==> config.mk <==
export PLATFORM = sky130hd
export DESIGN_NAME = frame_reception
export DESIGN_NICKNAME = d
export VERILOG_FILES = /design/src/rtl/frame_reception.sv
export SDC_FILE = /design/constraint.sdc
export NUM_CORES = 1
export LEC_CHECK = 0
export CAP_MARGIN = 20
export CORE_UTILIZATION = 42
export DETAILED_ROUTE_END_ITERATION = 10
export GPL_ROUTABILITY_DRIVEN = 0
export PLACE_DENSITY = 0.69
export SLEW_MARGIN = 25
export SYNTH_ARGS = -nofsm -noshare
export SYNTH_HDL_FRONTEND = slang
export SYNTH_SLANG_ARGS = --single-unit
export TNS_END_PERCENT = 20
==> constraint.sdc <==
create_clock -name clk -period 2.3 [get_ports clk]
set_input_delay 0.575 -clock clk [delete_from_list [all_inputs] [get_ports clk]]
set_output_delay 0.575 -clock clk [all_outputs]
set_load 0.02 [all_outputs]
==> src/rtl/frame_reception.sv <==
// Receive-side MAC framer: forwards fixed-length payload to the RX FIFO and CRC
// engine, captures the trailing 4-byte CRC and reports per-frame status.
module frame_reception #(
    parameter int unsigned PAYLOAD_LEN = 12
) (
    input  logic        clk,
    input  logic        rst_n,
    input  logic [7:0]  rx_data,
    input  logic        rx_valid,
    input  logic        fifo_full,
    output logic        fifo_wr_en,
    output logic [7:0]  fifo_wr_data,
    output logic        crc_init,
    output logic        crc_en,
    output logic [7:0]  crc_byte,
    input  logic [31:0] crc_in,
    output logic        frame_done,
    output logic        frame_ok,
    output logic        crc_err,
    output logic        len_err,
    output logic        ovf_err,
    output logic [7:0]  rx_len
);

    typedef enum logic [2:0] {IDLE, PAYLOAD, CRC, REPORT, DRAIN} state_t;

    localparam logic [7:0] LAST_IDX = 8'(PAYLOAD_LEN - 1);

    state_t      state;
    logic [7:0]  count;
    logic [7:0]  wr_cnt;
    logic [1:0]  crc_cnt;
    logic        ovf;
    logic [31:0] rx_crc;
    logic [31:0] crc_next;
    logic        is_payload;

    // Status is registered on the edge that samples the last CRC byte, so the
    // comparison uses the shifted-in value rather than waiting a cycle for rx_crc.
    assign crc_next   = {rx_crc[23:0], rx_data};
    assign is_payload = rx_valid && (state == IDLE || state == PAYLOAD);

    always_ff @(posedge clk or negedge rst_n) begin
        if (!rst_n) begin
            state        <= IDLE;
            count        <= '0;
            wr_cnt       <= '0;
            crc_cnt      <= '0;
            ovf          <= 1'b0;
            rx_crc       <= '0;
            fifo_wr_en   <= 1'b0;
            fifo_wr_data <= '0;
            crc_en       <= 1'b0;
            crc_byte     <= '0;
            crc_init     <= 1'b1;
            frame_done   <= 1'b0;
            frame_ok     <= 1'b0;
            crc_err      <= 1'b0;
            len_err      <= 1'b0;
            ovf_err      <= 1'b0;
            rx_len       <= '0;
        end else begin
            fifo_wr_en <= 1'b0;
            crc_en     <= 1'b0;
            frame_done <= 1'b0;

            if (is_payload) begin
                crc_en       <= 1'b1;
                crc_byte     <= rx_data;
                fifo_wr_en   <= !fifo_full;
                fifo_wr_data <= rx_data;
            end

            case (state)
                IDLE: begin
                    if (rx_valid) begin
                        count    <= 8'd1;
                        wr_cnt   <= fifo_full ? 8'd0 : 8'd1;
                        ovf      <= fifo_full;
                        crc_cnt  <= '0;
                        crc_init <= 1'b0;
                        state    <= (PAYLOAD_LEN == 1) ? CRC : PAYLOAD;
                    end
                end
                PAYLOAD: begin
                    if (!rx_valid) begin
                        frame_done <= 1'b1;
                        len_err    <= 1'b1;
                        frame_ok   <= 1'b0;
                        crc_err    <= 1'b0;
                        ovf_err    <= ovf;
                        rx_len     <= wr_cnt;
                        crc_init   <= 1'b1;
                        state      <= IDLE;
                    end else begin
                        count  <= count + 8'd1;
                        wr_cnt <= wr_cnt + {7'd0, !fifo_full};
                        ovf    <= ovf | fifo_full;
                        if (count == LAST_IDX) begin
                            crc_cnt <= '0;
                            state   <= CRC;
                        end
                    end
                end
                CRC: begin
                    if (!rx_valid) begin
                        frame_done <= 1'b1;
                        len_err    <= 1'b1;
                        frame_ok   <= 1'b0;
                        crc_err    <= 1'b0;
                        ovf_err    <= ovf;
                        rx_len     <= wr_cnt;
                        crc_init   <= 1'b1;
                        state      <= IDLE;
                    end else begin
                        rx_crc  <= crc_next;
                        crc_cnt <= crc_cnt + 2'd1;
                        if (crc_cnt == 2'd3) begin
                            frame_done <= 1'b1;
                            crc_err    <= (crc_next != crc_in);
                            len_err    <= 1'b0;
                            ovf_err    <= ovf;
                            frame_ok   <= (crc_next == crc_in) && !ovf;
                            rx_len     <= wr_cnt;
                            state      <= REPORT;
                        end
                    end
                end
                REPORT: begin
                    crc_init <= !rx_valid;
                    state    <= rx_valid ? DRAIN : IDLE;
                end
                DRAIN: begin
                    if (!rx_valid) begin
                        crc_init <= 1'b1;
                        state    <= IDLE;
                    end
                end
                default: begin
                    crc_init <= 1'b1;
                    state    <= IDLE;
                end
            endcase
        end
    end

endmodule

==> results.toml, run 1 <==
[clock_network]
ctsHtreeMaxLevel = 3
root_buffer = "clkbuf_8"
path_clk_slew_ns = 0.08
clk_latency_ns = 0.34
cts_resized = 0
cts_setup_buffers = 0
cts_num_sinks = 70
cts_buffer_depth = 2
numCtsBuffers = 9
cts_tree = "done"
holdBufCountCts = 0

[detailed_routing]
viasPerCell = 4.97
drt-initial-drc-count = 94
drc = 0
ant_nets = 0
wl_per_cell_um = 14.5
wl_um = 7200
route.vias.total = 2463
drt-pass1-iter-count = 4

[global_route]
grt.overflow.total = 0
grt_max_degree = 33
grt_usage = 0.185
busiest_layer = "met2"
met1_usage = 0.251
grt_antenna_before_repair = 0
grt_use_met2 = 0.295
met3_usage = 0.0419
grt_pass1_wl_um = 11900
grt_pass1_vias = 2426

[setup_path]
startpoint_type = "input pin"
critical_path.max_fanout = 13
slowest_delay_ns = 0.56
cp.arrival_ns = 2.31
path_cells = "clkdlybuf4s50_1, inv_1, a22oi_1, nor2_2, mux2_2"
cp.required_ns = 2.52
slowest_stage = "clkdlybuf4s50_1"
crit_family = "buffers and inverters"
path_buf_inv = 2
worstSetupPathType = "in2reg"
worstSetupEndpointType = "flip-flop"

[synthesis]
synthArstFlopShare = 1.00
synthDistinctLibCells = 36
synth_cells = 307
synth_nets = 355
synth.most_common_cell = "dfrtp_1"
netlist_area_um2 = 3350
netlist_top_cells_count = "dfrtp_1, nand2_1, xnor2_1"
synth_top_area_frac = 0.515
yosys_warnings = 0
synth_flop_cell = "dfrtp_1"
synth-edff-count = 0
synth.area.top_cells = "dfrtp_1, mux2_2, xnor2_1, nand2_1, o21ai_0"
yosysTopAreaCell = "dfrtp_1"
synth.avg_cell_area_um2 = 10.9
ys_ff_latch = 70
ys_seq_area_frac = 0.523

[final_layout]
multi_input_area_um2 = 1470
final_core_util = 0.572
antenna_cells = 0
fillCellCount = 656
final-seq-area_um2 = 1750
stdcell_count = 496
drive_above_1_share = 0.165
area_delta_synth_final_pct = 31.7
final_nets = 437

[placement]
dp_hpwl_um = 5290
placed_cells = 480
io_buffers = 75

[sta]
slew_headroom = 0.592
max_freq_mhz = 481
period_minus_slack_ns = 2.08
worst_slew_pin_slew_ns = 0.612
slew_violations = 0
setup_viol = 0
finalCritPeriodShare = 0.904
clock_skew_ns = 0.00639
rsz0062_at_grt = "false"
hold_viol = 0

[floorplan]
coreArea_um2 = 7730
rows = 32
die_width_um = 91.4
chipHeight_um = 91.4
die-area_um2 = 8350
io_pins = 76
start_util = 0.434

[power]
power.density_nw_per_um2 = 918
leakagePower_nw = 1.90
peakVddDrop_v = 0.000626

[run_status]
run_status = "completed"

[hold_path]
hp-class = "in2async"

[job]
max-cap-violations = 0
-- per-layer routing --
layer,share of wire,up-vias
li1,-,1206
met1,0.47,1201
met2,0.48,50
met3,0.040,6
met4,0.010,0
met5,0,-
-- area by class of cell --
type,instances,area share
flip-flops and latches,70,0.397
multi-input cells,214,0.333
repair buffers,88,0.196
clock buffers,10,0.0311
well taps,102,0.0289
clock inverters,6,0.00849
inverters,6,0.00510
-- state kept, by name (all words and copies together), names as in the netlist, 2 cells and up --
register and cells:
rx_crc 24, count 8, crc_byte 8, rx_len 8
wr_cnt 8, state 3, crc_cnt 2
-- cells in the final DEF, fill, tap and decap left out, drive strengths merged, types with 7 or more instances in the layout --
cell type,n
clkdlybuf4s50,74
nand4,8
dfrtp,69
o21ai,28
xnor2,32
nand2b,7
nand2,50
clkbuf,10
buf,14
nor2,11
a21oi,7
mux2,33
-- path summary, 6_finish.rpt --
check / from / to / slack, ns / depth (start not counted)
min in group clk: ovf / frame_ok / 0.48 / 1
worst min-delay path: rst_n / rx_crc[22] / 0.08 / 1
worst max register to register: state[1] / rx_len[7] / 0.40 / 4
worst max-delay path: rx_valid / rx_len[7] / 0.22 / 5
worst min register to register: ovf / frame_ok / 0.48 / 1
max in group asynchronous: rst_n / crc_init / 1.62 / 2
-- power breakdown --
group          switching [W]  internal (W)
clock network       0.000468      0.000414
logic               0.000603      0.000730
registers           0.000279       0.00156
-- through the flow --
step	hold slack, ns	TNS [ns]	total power [W]	instance area [um^2]	setup WS (ns)
4_1_cts	0.0826	0	0.00409	4420	0.194
2_1_floorplan	0.279	0	0.00269	3350	0.650
3_3_place_gp	0.448	-0.502	0.00317	4240	-0.0734
5_1_grt	0.0748	0	0.00430	4420	0.0603
3_5_place_dp	0.449	-1.43	0.00321	4240	-0.163
6_report	0.0768	0	0.00406	4420	0.220
-- cells by family (layout without fill, tap and decap cells) --
| group | Yosys count | after routing | share of synthesized area |
|---|---|---|---|
| xor gates and xnor gates | 36 | 36 | 0.0940 |
| AOI/OAI and AO/OA | 45 | 45 | 0.0791 |
| adders and majority gates | 4 | 4 | 0.0149 |
| buffers and inverters | 23 | 110 | 0.0384 |
| muxes | 33 | 33 | 0.111 |
| and+or+nand+nor | 96 | 96 | 0.140 |
| DFF | 70 | 70 | 0.523 |
Power figures use the tool's default switching activity.
==> run 2: changes to the inputs <==
- CTS_BUF_LIST: unset -> sky130_fd_sc_hd__clkbuf_8
==> results of run 2 <==
The final DEF is identical to that of run 1; final timing and power are the same.
